## config.mk

```make
export PLATFORM = sky130hd
export DESIGN_NAME = elevator
export DESIGN_NICKNAME = d
export VERILOG_FILES = /design/src/rtl/elevator_pkg.sv /design/src/rtl/elevator_timer.sv /design/src/rtl/elevator.sv
export SDC_FILE = /design/constraint.sdc
export NUM_CORES = 1
export LEC_CHECK = 0
export ABC_CLOCK_PERIOD_IN_PS = 3100
export CORE_MARGIN = 4
export CORE_UTILIZATION = 45
export CTS_CLUSTER_SIZE = 10
export DETAILED_ROUTE_END_ITERATION = 12
export MAX_ROUTING_LAYER = met4
export PLACE_DENSITY_LB_ADDON = 0.08
export SLEW_MARGIN = 10
export SYNTH_ARGS = -nofsm -noshare
export SYNTH_HDL_FRONTEND = slang
export SYNTH_SLANG_ARGS = --single-unit
```

## constraint.sdc

```tcl
create_clock -name clk -period 3.1 [get_ports clk]
set_clock_uncertainty 0.2 [all_clocks]
set_input_delay 0.62 -clock clk [delete_from_list [all_inputs] [get_ports clk]]
set_output_delay 0.62 -clock clk [all_outputs]
set_load 0.02 [all_outputs]
```

## src/rtl/elevator_pkg.sv

```systemverilog
// Shared types for the elevator controller.
//   state_e : controller state encoding
//   dir_e   : travel direction remembered between moves
package elevator_pkg;

    typedef enum logic [2:0] {
        StIdle      = 3'd0,
        StMoveUp    = 3'd1,
        StMoveDown  = 3'd2,
        StDoorOpen  = 3'd3,
        StDoorClose = 3'd4
    } state_e;

    typedef enum logic {
        DirUp   = 1'b0,
        DirDown = 1'b1
    } dir_e;

endpackage

```

## src/rtl/elevator_timer.sv

```systemverilog
// Loadable down-counter shared by travel and door dwell.
//   clk_i  : clock
//   rst_i  : asynchronous active-high reset
//   load_i : restart the count; done_o then rises after TIME cycles
//   done_o : count has expired
module elevator_timer #(
    parameter int unsigned TIME = 3
) (
    input  logic clk_i,
    input  logic rst_i,
    input  logic load_i,
    output logic done_o
);

    localparam int unsigned CntW = (TIME > 1) ? $clog2(TIME) : 1;
    localparam logic [CntW-1:0] LoadVal = CntW'(TIME - 1);

    logic [CntW-1:0] cnt_q, cnt_d;

    always_comb begin
        cnt_d = cnt_q;
        if (load_i) begin
            cnt_d = LoadVal;
        end else if (cnt_q != '0) begin
            cnt_d = cnt_q - 1'b1;
        end
    end

    always_ff @(posedge clk_i or posedge rst_i) begin
        if (rst_i) begin
            cnt_q <= '0;
        end else begin
            cnt_q <= cnt_d;
        end
    end

    // Loaded on the edge that enters a timed state, so done is seen in its TIME-th cycle.
    assign done_o = (cnt_q == '0);

endmodule

```

## src/rtl/elevator.sv

```systemverilog
// Single-car elevator controller.
//   clk           : clock, rising edge
//   rst_n         : asynchronous reset, active-high
//   button_out    : hall calls, active-low, bit i = floor i
//   button_in     : car calls, active-low, bit i = floor i
//   open/close    : door commands (registered)
//   up/down       : motor commands (registered)
//   current_floor : one-hot car position
//   request       : pending requests per floor
module elevator
    import elevator_pkg::*;
#(
    parameter int unsigned TIME  = 3,
    parameter int unsigned n     = 4,
    parameter int unsigned WIDTH = 2
) (
    input  logic         clk,
    input  logic         rst_n,
    input  logic [n-1:0] button_out,
    input  logic [n-1:0] button_in,
    output logic         open,
    output logic         close,
    output logic         up,
    output logic         down,
    output logic [n-1:0] current_floor,
    output logic [n-1:0] request
);

    localparam logic [WIDTH-1:0] TopFloor = WIDTH'(n - 1);

    state_e           state_q;
    dir_e             dir_q;
    logic [WIDTH-1:0] floor_q;
    logic [n-1:0]     request_q, request_d;
    logic             open_q, close_q, up_q, down_q;

    logic             timer_load, timer_done;
    logic [n-1:0]     req_set;
    logic             req_here, req_above, req_below;
    logic [WIDTH-1:0] floor_up, floor_dn;
    logic             arrive_up, arrive_dn;

    elevator_timer #(
        .TIME (TIME)
    ) u_timer (
        .clk_i  (clk),
        .rst_i  (rst_n),
        .load_i (timer_load),
        .done_o (timer_done)
    );

    // Idle keeps the timer primed; expiry re-arms it for the next leg or the dwell.
    assign timer_load = (state_q == StIdle) || timer_done;

    always_comb begin
        req_set   = request_q | ~button_out | ~button_in;
        req_here  = request_q[floor_q];
        req_above = 1'b0;
        req_below = 1'b0;
        for (int i = 0; i < int'(n); i++) begin
            if (request_q[i] && (i > int'(floor_q))) req_above = 1'b1;
            if (request_q[i] && (i < int'(floor_q))) req_below = 1'b1;
        end
        floor_up  = floor_q + 1'b1;
        floor_dn  = floor_q - 1'b1;
        arrive_up = (state_q == StMoveUp) && timer_done;
        arrive_dn = (state_q == StMoveDown) && timer_done;

        // The served floor is cleared on door-open entry and throughout the dwell,
        // so a press there while the door is open is absorbed.
        request_d = req_set;
        if ((state_q == StDoorOpen) || ((state_q == StIdle) && req_here)) begin
            request_d[floor_q] = 1'b0;
        end else if (arrive_up && req_set[floor_up]) begin
            request_d[floor_up] = 1'b0;
        end else if (arrive_dn && req_set[floor_dn]) begin
            request_d[floor_dn] = 1'b0;
        end

        current_floor          = '0;
        current_floor[floor_q] = 1'b1;
    end

    always_ff @(posedge clk or posedge rst_n) begin
        if (rst_n) begin
            state_q   <= StIdle;
            dir_q     <= DirUp;
            floor_q   <= '0;
            request_q <= '0;
            open_q    <= 1'b0;
            close_q   <= 1'b0;
            up_q      <= 1'b0;
            down_q    <= 1'b0;
        end else begin
            request_q <= request_d;
            case (state_q)
                StIdle: begin
                    if (req_here) begin
                        state_q <= StDoorOpen;
                        open_q  <= 1'b1;
                    end else if ((dir_q == DirUp && req_above) ||
                                 (dir_q == DirDown && !req_below && req_above)) begin
                        state_q <= StMoveUp;
                        dir_q   <= DirUp;
                        up_q    <= 1'b1;
                    end else if (req_below) begin
                        state_q <= StMoveDown;
                        dir_q   <= DirDown;
                        down_q  <= 1'b1;
                    end
                end
                StMoveUp: begin
                    if (timer_done) begin
                        floor_q <= floor_up;
                        if (floor_up == TopFloor) dir_q <= DirDown;
                        if (req_set[floor_up]) begin
                            state_q <= StDoorOpen;
                            up_q    <= 1'b0;
                            open_q  <= 1'b1;
                        end else if (floor_up == TopFloor) begin
                            state_q <= StIdle;
                            up_q    <= 1'b0;
                        end
                    end
                end
                StMoveDown: begin
                    if (timer_done) begin
                        floor_q <= floor_dn;
                        if (floor_dn == '0) dir_q <= DirUp;
                        if (req_set[floor_dn]) begin
                            state_q <= StDoorOpen;
                            down_q  <= 1'b0;
                            open_q  <= 1'b1;
                        end else if (floor_dn == '0) begin
                            state_q <= StIdle;
                            down_q  <= 1'b0;
                        end
                    end
                end
                StDoorOpen: begin
                    if (timer_done) begin
                        state_q <= StDoorClose;
                        open_q  <= 1'b0;
                        close_q <= 1'b1;
                    end
                end
                StDoorClose: begin
                    state_q <= StIdle;
                    close_q <= 1'b0;
                end
                default: begin
                    state_q <= StIdle;
                    open_q  <= 1'b0;
                    close_q <= 1'b0;
                    up_q    <= 1'b0;
                    down_q  <= 1'b0;
                end
            endcase
        end
    end

    assign open    = open_q;
    assign close   = close_q;
    assign up      = up_q;
    assign down    = down_q;
    assign request = request_q;

endmodule

```

==> out/qor.csv <==
stage,metric,value,unit
worst_setup_path,path_cells,"inv_1, ha_1, clkdlybuf4s50_1",
floorplanning,row_count,19,
hold_path,min_from,u_timer.cnt_q[0],
cts,clockBufferDepth,2,
grt,antenna_found_initial,0,
sta,rsz0062_at_grt,no,
routing,drtPass1Iterations,4,
routing,ant_nets,0,
layout,layout.nets,177,
logic_synthesis,synth-simple-area-share,25.6,%
placement,dp_hpwl,2.38,mm
floorplanning,die_height,61.9,um
worst_setup_path,cpPeakStageDelay,0.66,ns
hold_path,hold_depth,1,
logic_synthesis,synth_cells,138,
placement,place_ws,0.252,ns
sta,fin_ws,0.315,ns
worst_setup_path,r2r-end,state_q[0],
pwr,finalPower,1.66,mW
worst_setup_path,startpoint_type,flip-flop,
logic_synthesis,syn_area_per_cell,9.46,um2
sta,tns,0,ns
floorplanning,die_w,61.9,um
logic_synthesis,muxShareOfSynthArea,9.49,%
logic_synthesis,yosysWarnings,0,
routing,drt_iter0_drc,62,
logic_synthesis,synth_compound_area_share,20.2,%
sta,worst-slew-pin-transition,0.620,ns
cts,post_cts_buffers,0,
logic_synthesis,synth_top_family_by_area,simple AND/OR/NAND/NOR gates,
floorplanning,start_util,47.3,%
cts,cts-resized-gates,0,
grt,grt_max_degree,17,
sta,finalSetupViolCount,0,
logic_synthesis,ys_seq_elements,16,
cts,clkSinkCount,16,
worst_setup_path,r2r_start,floor_q[1],
grt,grt_pass1_vias,1106,
job,max-cap-violations,0,
cts,cts.reportedPaths.clkPinSlew,0.10,ns
layout,fin_util,56.8,%
grt,grt_pass1_wl,5.24,mm
pwr,p_per_area,1060,nW/um2
worst_setup_path,r2r_cells,6,
grt,grt_usage,19.1,%
hold_path,hold_path.class,reg -> reg,
sta,period_needed,2.79,ns
sta,maxSlewViolCount,0,
routing,drc_errors,0,
placement,numPortBuffers,21,
layout,fill_cells,260,
layout,syn_to_final_growth,20.0,%
worst_setup_path,critPathSlowestCell,clkdlybuf4s50_1,
cts,cts_root_buf,clkbuf_4,
sta,worst_hold_slack,0.241,ns
logic_synthesis,ys_seq_area_share,30.7,%
floorplanning,io_pins,22,
sta,slew-limit-headroom,58.6,%
status,status,completed,
placement,gp_congestion,0.905,
routing,wl,3.15,mm
logic_synthesis,syn_area,1310,um2
routing,avgRoutedWirePerCell,16.8,um
logic_synthesis,synthAdderAreaFrac,8.63,%
floorplanning,die-area,3830,um2
worst_setup_path,crit_buf_inv,2,
worst_setup_path,critPathKind,reg -> out,
worst_setup_path,cp.arrival,1.97,ns
grt,globalRoute.totalOverflow,0,
layout,drive_gt1_share,14.6,%
cts,clk_latency,0.30,ns
worst_setup_path,crit_path_end_kind,output port,
cts,htreeDepth,1,
cts,tritoncts,yes,
layout,final_common_cell,clkdlybuf4s50_1,
routing,vias,1171,
worst_setup_path,critical_path_required,2.28,ns
floorplanning,core,2760,um2
worst_setup_path,r2r_slack,0.51,ns
logic_synthesis,synthXorXnorAreaFrac,0.671,%
layout,multi_input_area,843,um2
sta,clock.fmax,0.359,GHz
layout,seq_area,400,um2
pwr,vdd.ir_drop.worst,774,uV
worst_setup_path,path_delay_family,buffers and inverters,
hold_path,hold_end,u_timer.cnt_q[0],
cts,cts_buffers,3,
layout,diodes,0,
routing,viasPerCell,6.23,
logic_synthesis,synth_fp_nets,157,
logic_synthesis,yosysUniqueCellTypes,43,
cts,cts_hold_buf,0,
layout,layout_common_cells,"clkdlybuf4s50_1, dfrtp_1, nand2_1, nor2_1, ha_1",
sta,hold_viol,0,
pwr,total_leakage_power,0.698,nW
worst_setup_path,crit_fanout,8,
sta,fin_crit_sh,89.8,%
per-layer routing:
| layer | track usage [%] | vias up | part of all wire (%) |
|---|---|---|---|
| met3 | 3.31 | 6 | 7.3 |
| met4 | 6.36 | 0 | 2.3 |
| met5 | - | - | 0 |
| met2 | 29.3 | 56 | 45 |
| met1 | 25.5 | 556 | 45 |
| li1 | - | 553 | - |
per-stage QoR:
stage | std cells | cell area (um2)
floorplan | 138 | 1310
global placement | 184 | 1530
detailed placement | 184 | 1530
CTS | 188 | 1570
global route | 188 | 1570
finish | 188 | 1570
power breakdown:
part | leakage, nW | internal [mW] | switching, mW
Clock | 0.0210 | 0.0716 | 0.0752
Sequential | 0.184 | 0.306 | 0.131
Combinational | 0.494 | 0.502 | 0.578
Total | 0.698 | 0.880 | 0.783
cell usage after synthesis (all sizes together):
master | count | area share (%)
a222oi | 1 | 0.77
o21bai | 1 | 0.58
nand4bb | 1 | 0.86
and3 | 3 | 1.8
a221o | 1 | 0.86
mux4 | 2 | 3.7
o31a | 1 | 0.67
a211oi | 3 | 1.7
mux2 | 4 | 3.5
dfrtp | 16 | 31
xnor2 | 1 | 0.67
nor2b | 4 | 1.9
a22o | 2 | 1.4
buf | 2 | 0.96
nor3 | 3 | 1.2
nand2 | 12 | 3.5
a21bo | 1 | 0.77
nor2 | 10 | 2.9
and2 | 1 | 0.48
a32oi | 1 | 0.67
nand2b | 1 | 0.48
a221oi | 5 | 3.4
mux2i | 3 | 2.3
or4bb | 1 | 1.2
or2b | 1 | 0.58
inv | 8 | 2.3
a31oi | 7 | 3.4
o21ba | 1 | 0.77
nand3 | 5 | 1.9
a21oi | 5 | 1.9
clkbuf | 5 | 1.4
o2bb2ai | 1 | 0.67
or3 | 1 | 0.48
or4 | 1 | 0.86
or2 | 3 | 1.4
o21ai | 7 | 2.7
ha | 9 | 8.6
nand3b | 4 | 6.1
how the worst max path moves through the flow:
stage	start	to	slack [ns]	cells past startpoint
floorplan	floor_q[0]	state_q[0]	0.55	8
global placement	button_in[0]	state_q[0]	0.29	6
detailed placement	button_out[1]	state_q[0]	0.25	6
CTS	floor_q[1]	current_floor[1]	0.32	3
global route	floor_q[1]	current_floor[1]	0.23	3
finish	floor_q[1]	current_floor[1]	0.31	3
state kept, by name, indices dropped and copies added, names as in the netlist:
register	flops
open	1
state_q	3
dir_q	1
u_timer.cnt_q	2
floor_q	2
close	1
down	1
request	4
up	1
layout make-up:
type | count | share of cell area, %
multi-input cells | 107 | 53.8
flip-flops and latches | 16 | 25.6
repair buffers | 22 | 13.9
well taps | 31 | 2.48
clock buffers | 4 | 2.32
inverters | 8 | 1.92
worst register-to-register path, cell delays in order, from the launching register on:
cell	delay (ns)
dfrtp_1	0.52
inv_1	0.17
ha_1	0.45
mux4_2	0.36
or4_4	0.52
and3_4	0.19
a31oi_1	0.12
cell families after synthesis:
kind of cell	count (synthesis)
simple gates	51
mux	9
flops	16
xor+xnor	1
compound gates	37
buf+inv	15
fa+ha+maj	9
Power figures use the tool's default switching activity.
==> patch 1 (same flow settings) <==
`TIME` is set to 3 in 2 places; all go to 6.
--- a/src/rtl/elevator_timer.sv
+++ b/src/rtl/elevator_timer.sv
@@ -4,7 +4,7 @@
 //   load_i : restart the count; done_o then rises after TIME cycles
 //   done_o : count has expired
 module elevator_timer #(
-    parameter int unsigned TIME = 3
+    parameter int unsigned TIME = 6
 ) (
     input  logic clk_i,
     input  logic rst_i,
--- a/src/rtl/elevator.sv
+++ b/src/rtl/elevator.sv
@@ -10,7 +10,7 @@
 module elevator
     import elevator_pkg::*;
 #(
-    parameter int unsigned TIME  = 3,
+    parameter int unsigned TIME  = 6,
     parameter int unsigned n     = 4,
     parameter int unsigned WIDTH = 2
 ) (
Behaviour: not the same (a bounded check fails within 10 cycles, from zero or initial values and one cycle with rst_n high).
==> patch 1 against the unedited design <==
- utilization up 0.12 points
- routed wire length increased by 7.0%
- sequential cell count up 1
- total power shrank 9.9%
- critical path depth did not move
- setup slack got worse by 0.070 ns
- first-iteration DRC count is 1.6% lower
- synthesized area grew 5.3%
- design area is 2.8% higher
==> patch 1: results (changes against the unedited design) <==
[pwr]
vdd_drop_max_mv = 0.4867  ; was 0.7740 mV
p_sw_frac = 0.4732  ; was 0.4710
total_leakage_power_nw = 0.6357  ; was 0.6984 nW

[routing]
drt-pass1-iter-count = 4  ; unchanged
post_drt_via_cell_ratio = 6.209  ; was 6.229
wire_per_inst_um = 17.19  ; was 16.76 um
detailedRoute.firstIterationViolations = 61  ; was 62

[logic_synthesis]
synth-xor-area-share = 0.01913  ; was 0.006711
synth_fa_ha_area_frac = 0.07104  ; was 0.08629
seq_area_frac_synth = 0.3097  ; was 0.3068
synth_nets = 161  ; was 157
synthDistinctLibCells = 44  ; was 43
muxShareOfSynthArea = 0.09745  ; was 0.09492
synthTopCellsByArea = dfrtp_1 31%, mux4_2 6.6%, ha_1 6.4%  ; was dfrtp_1 31%, ha_1 8.6%, nand3b_4 6.1%
netlist_top_cells_count = 17 x dfrtp_1, 12 x nand2_1, 10 x inv_1  ; was 16 x dfrtp_1, 12 x nand2_1, 10 x nor2_1
synth_compound_gate_area_share = 0.2277  ; was 0.2023

[timing]
timing_worst_slew_pin_value_ns = 0.6644  ; was 0.6204 ns

[clocking]
clock_pin_slew_of_the_registers_on_the_worst_case_setup_and_hold_paths_ns = 0.12  ; was 0.10 ns
ctsResizeCount = 0  ; unchanged
tritoncts_buffers = 3  ; unchanged

[place]
dpl_cell_area_sq_um = 1580  ; was 1530 sq um
gp_congestion = 0.9450  ; was 0.9053
place.detailed.hpwl_um = 2605  ; was 2382 um

[layout]
final_layout_size_suffix_gt1_frac = 0.09091  ; was 0.1465
nNetsFinal = 183  ; was 177
fillerInstances = 259  ; was 260

[worst_setup_path]
timing.critical_path.to = current_floor[2]  ; was current_floor[1]
delay_of_the_slowest_critical_path_stage_ns = 0.68  ; was 0.66 ns
r2r.worst_path.cells = 7  ; was 6
timing.critical_path.arrival_ns = 2.04  ; was 1.97 ns
timing.critical_path.from = floor_q[0]  ; was floor_q[1]
r2r_setup_slack_ns = 0.47  ; was 0.51 ns

[global_routing]
grt_max_degree = 20  ; was 17
grt_pass1_vias = 1197  ; was 1106
grt_usage = 0.1810  ; was 0.1910
grt_pass1_wl_um = 5630  ; was 5244 um

[status]
run_status = completed  ; unchanged

patch 1: worst max-delay path, delay by kind of cell (launching register included):
kind	cells	cell delay (ns)
buf+inv	2	0.86
fa+ha+maj	1	0.36
flops	1	0.51
patch 1: power by group through the flow:
| stage | Combinational [W] | Sequential [W] | Clock, W |
|---|---|---|---|
| after floorplan | 0.000734 | 0.000412 | 0 |
| after global placement | 0.000894 | 0.000461 | 0 |
| after detailed placement | 0.000906 | 0.000464 | 0 |
| after CTS | 0.000909 | 0.000461 | 0.000133 |
| after global routing | 0.000997 | 0.000479 | 0.000143 |
| final | 0.000911 | 0.000461 | 0.000127 |
patch 1: cell type report:
| class | instances | area share |
|---|---|---|
| multi-input combinational | 110 | 0.5276 |
| sequential | 17 | 0.2642 |
| timing repair buffer | 23 | 0.1399 |
| inverter | 11 | 0.02564 |
| tap | 31 | 0.02409 |
| clock buffer | 3 | 0.01399 |
| clock inverter | 1 | 0.004662 |
patch 1: cell families (layout without fill, tap and decap cells):
family,Yosys count,after routing
AO/OA/AOI/OAI,41,41
XOR/XNOR,3,3
adder cells (fa/ha/maj),8,8
buffers and inverters,17,38
flip-flops,17,17
multiplexers,8,8
AND/OR/NAND/NOR,50,50
patch 1: worst min-delay path by stage:
stage | endpoint | slack, ns | cells after the start
final | u_timer.cnt_q[0] | 0.24 | 1
after global routing | u_timer.cnt_q[0] | 0.25 | 1
after CTS | u_timer.cnt_q[0] | 0.24 | 1
after detailed placement | u_timer.cnt_q[0] | 0.22 | 1
after global placement | u_timer.cnt_q[0] | 0.22 | 1
after floorplan | u_timer.cnt_q[0] | 0.21 | 1
patch 1: per-layer routing:
layer / up-vias / GRT usage / share of wire
met2: 39 / 0.2872 / 0.46
met4: 0 / 0.06739 / 0.018
li1: 590 / - / -
met1: 582 / 0.2400 / 0.47
met3: 6 / 0.01776 / 0.050
met5: - / - / 0
patch 1: through the flow:
stage	worst slack, ns	cells	utilization	hold WS (ns)	total power (W)
final	0.2448	196	0.5692	0.2363	0.001499
after global routing	0.1478	196	0.5692	0.2479	0.001619
after CTS	0.2332	196	0.5692	0.2401	0.001503
after detailed placement	0.3806	192	0.5586	0.2224	0.001371
after global placement	0.4211	192	0.5586	0.2194	0.001355
after floorplan	0.6831	144	-	0.2059	0.001146
==> patch 2 (config.mk and constraints unchanged) <==
Made on the original files. Encoding of `state_e`: now one-hot (5 bits for 5 states).
--- a/src/rtl/elevator_pkg.sv
+++ b/src/rtl/elevator_pkg.sv
@@ -3,12 +3,12 @@
 //   dir_e   : travel direction remembered between moves
 package elevator_pkg;
 
-    typedef enum logic [2:0] {
-        StIdle      = 3'd0,
-        StMoveUp    = 3'd1,
-        StMoveDown  = 3'd2,
-        StDoorOpen  = 3'd3,
-        StDoorClose = 3'd4
+    typedef enum logic [4:0] {
+        StIdle      = 5'b00001,
+        StMoveUp    = 5'b00010,
+        StMoveDown  = 5'b00100,
+        StDoorOpen  = 5'b01000,
+        StDoorClose = 5'b10000
     } state_e;
 
     typedef enum logic {
Function: same outputs for any inputs over 10 cycles, from zero or initial values and one cycle with rst_n high; not proved beyond that.
==> patch 2 against the unedited design <==
- first-iteration DRC count up 15%
- routed wire length grew 0.63%
- final cell count is 6.4% higher
- setup slack better by 0.024 ns
- critical path type unchanged
- synthesized area fell by 0.77%
- critical endpoint unchanged
- sequential cell count increased by 2
- synthesized cell count up 7.2%
- largest power group unchanged
- design area down 0.24%
- total power down 13%
- combinational power fell by 20%
==> patch 2: results (changes against the unedited design) <==
[timing]
max_clock_freq_mhz = 362.2  ; was 359.1 MHz
worst_slew_margin_rel = 0.5425  ; was 0.5860

[logic_synthesis]
synth_nets = 164  ; was 157
syn-instance-count = 148  ; was 138
synthDistinctLibCells = 48  ; was 43
netlist_top_cells_count = 17 x dfrtp_1, 13 x inv_1, 13 x nor2_1  ; was 16 x dfrtp_1, 12 x nand2_1, 10 x nor2_1
seq_area_frac_synth = 0.3488  ; was 0.3068

[global_routing]
met3_usage = 0.03983  ; was 0.03306
grt_usage = 0.1972  ; was 0.1910
grt_pass1_vias = 1144  ; was 1106

[routing]
vias = 1225  ; was 1171
met1_length_um = 1496  ; was 1416 um
finalWirelength_um = 3170  ; was 3150 um
route.met2.wl_um = 1453  ; was 1431 um
met3_length_um = 168  ; was 231 um

[place]
dp_worst_setup_slack_ns = 0.2482  ; was 0.2521 ns
place.detailed.hpwl_um = 2488  ; was 2382 um
gp_congestion = 0.9542  ; was 0.9053
cell_count_after_placement = 196  ; was 184

[worst_setup_path]
timing.rr.end = dir_q  ; was state_q[0]
r2r.worst_path.cells = 8  ; was 6
timing.critical_path.arrival_ns = 1.94  ; was 1.97 ns
r2r_setup_slack_ns = 0.41  ; was 0.51 ns

[layout]
nNetsFinal = 186  ; was 177
final_layout_size_suffix_gt1_frac = 0.05325  ; was 0.1465
final_cells = 200  ; was 188
number_of_flip_flops_in_the_largest_register = 5  ; was 4
fillerInstances = 249  ; was 260

[status]
run_status = completed  ; unchanged

[pwr]
total_leakage_power_nw = 0.6679  ; was 0.6984 nW

## patch 2: report_power, final
part | internal (W) | switching (W) | leakage [nW]
registers | 0.000327 | 0.000112 | 0.215
logic | 0.000382 | 0.000483 | 0.432
clock network | 0.0000716 | 0.0000724 | 0.0210
total | 0.000781 | 0.000667 | 0.668
## patch 2: worst min path at each step
stage	depth (start not counted)	endpoint
4_1_cts	1	u_timer.cnt_q[0]
5_1_grt	1	u_timer.cnt_q[0]
3_3_place_gp	1	u_timer.cnt_q[0]
3_5_place_dp	1	u_timer.cnt_q[0]
2_1_floorplan	1	u_timer.cnt_q[0]
6_report	1	u_timer.cnt_q[0]
## patch 2: per-stage QoR
stage	instance area, sq um	hold WS (ns)
after floorplan	1295	0.2122
after global placement	1526	0.2273
after detailed placement	1526	0.2635
after CTS	1563	0.2783
after global routing	1563	0.3037
final	1563	0.2617
## patch 2: logic make-up (layout without fill, tap and decap cells)
kind of cell / Yosys count / after routing / share of synthesized area
simple gates: 56 / 56 / 0.2377
buf+inv: 18 / 39 / 0.05411
flops: 18 / 18 / 0.3488
xor+xnor: 2 / 2 / 0.01353
mux: 3 / 3 / 0.04541
compound gates: 45 / 45 / 0.2425
fa+ha+maj: 6 / 6 / 0.05797
## patch 2: critical path, cell delays in order, from the launching register on
cell             delay, ns
dfrtp_1               0.49
inv_1                 0.13
ha_1                  0.36
clkdlybuf4s50_1       0.67
## patch 2: area by class of cell
type                    count  area (sq um)  area share
well taps                  31         38.79     0.02482
clock buffers               4         36.28     0.02322
repair buffers             21         210.2      0.1345
multi-input cells         112         773.2      0.4948
inverters                  14         52.55     0.03363
flip-flops and latches     18         451.7      0.2890
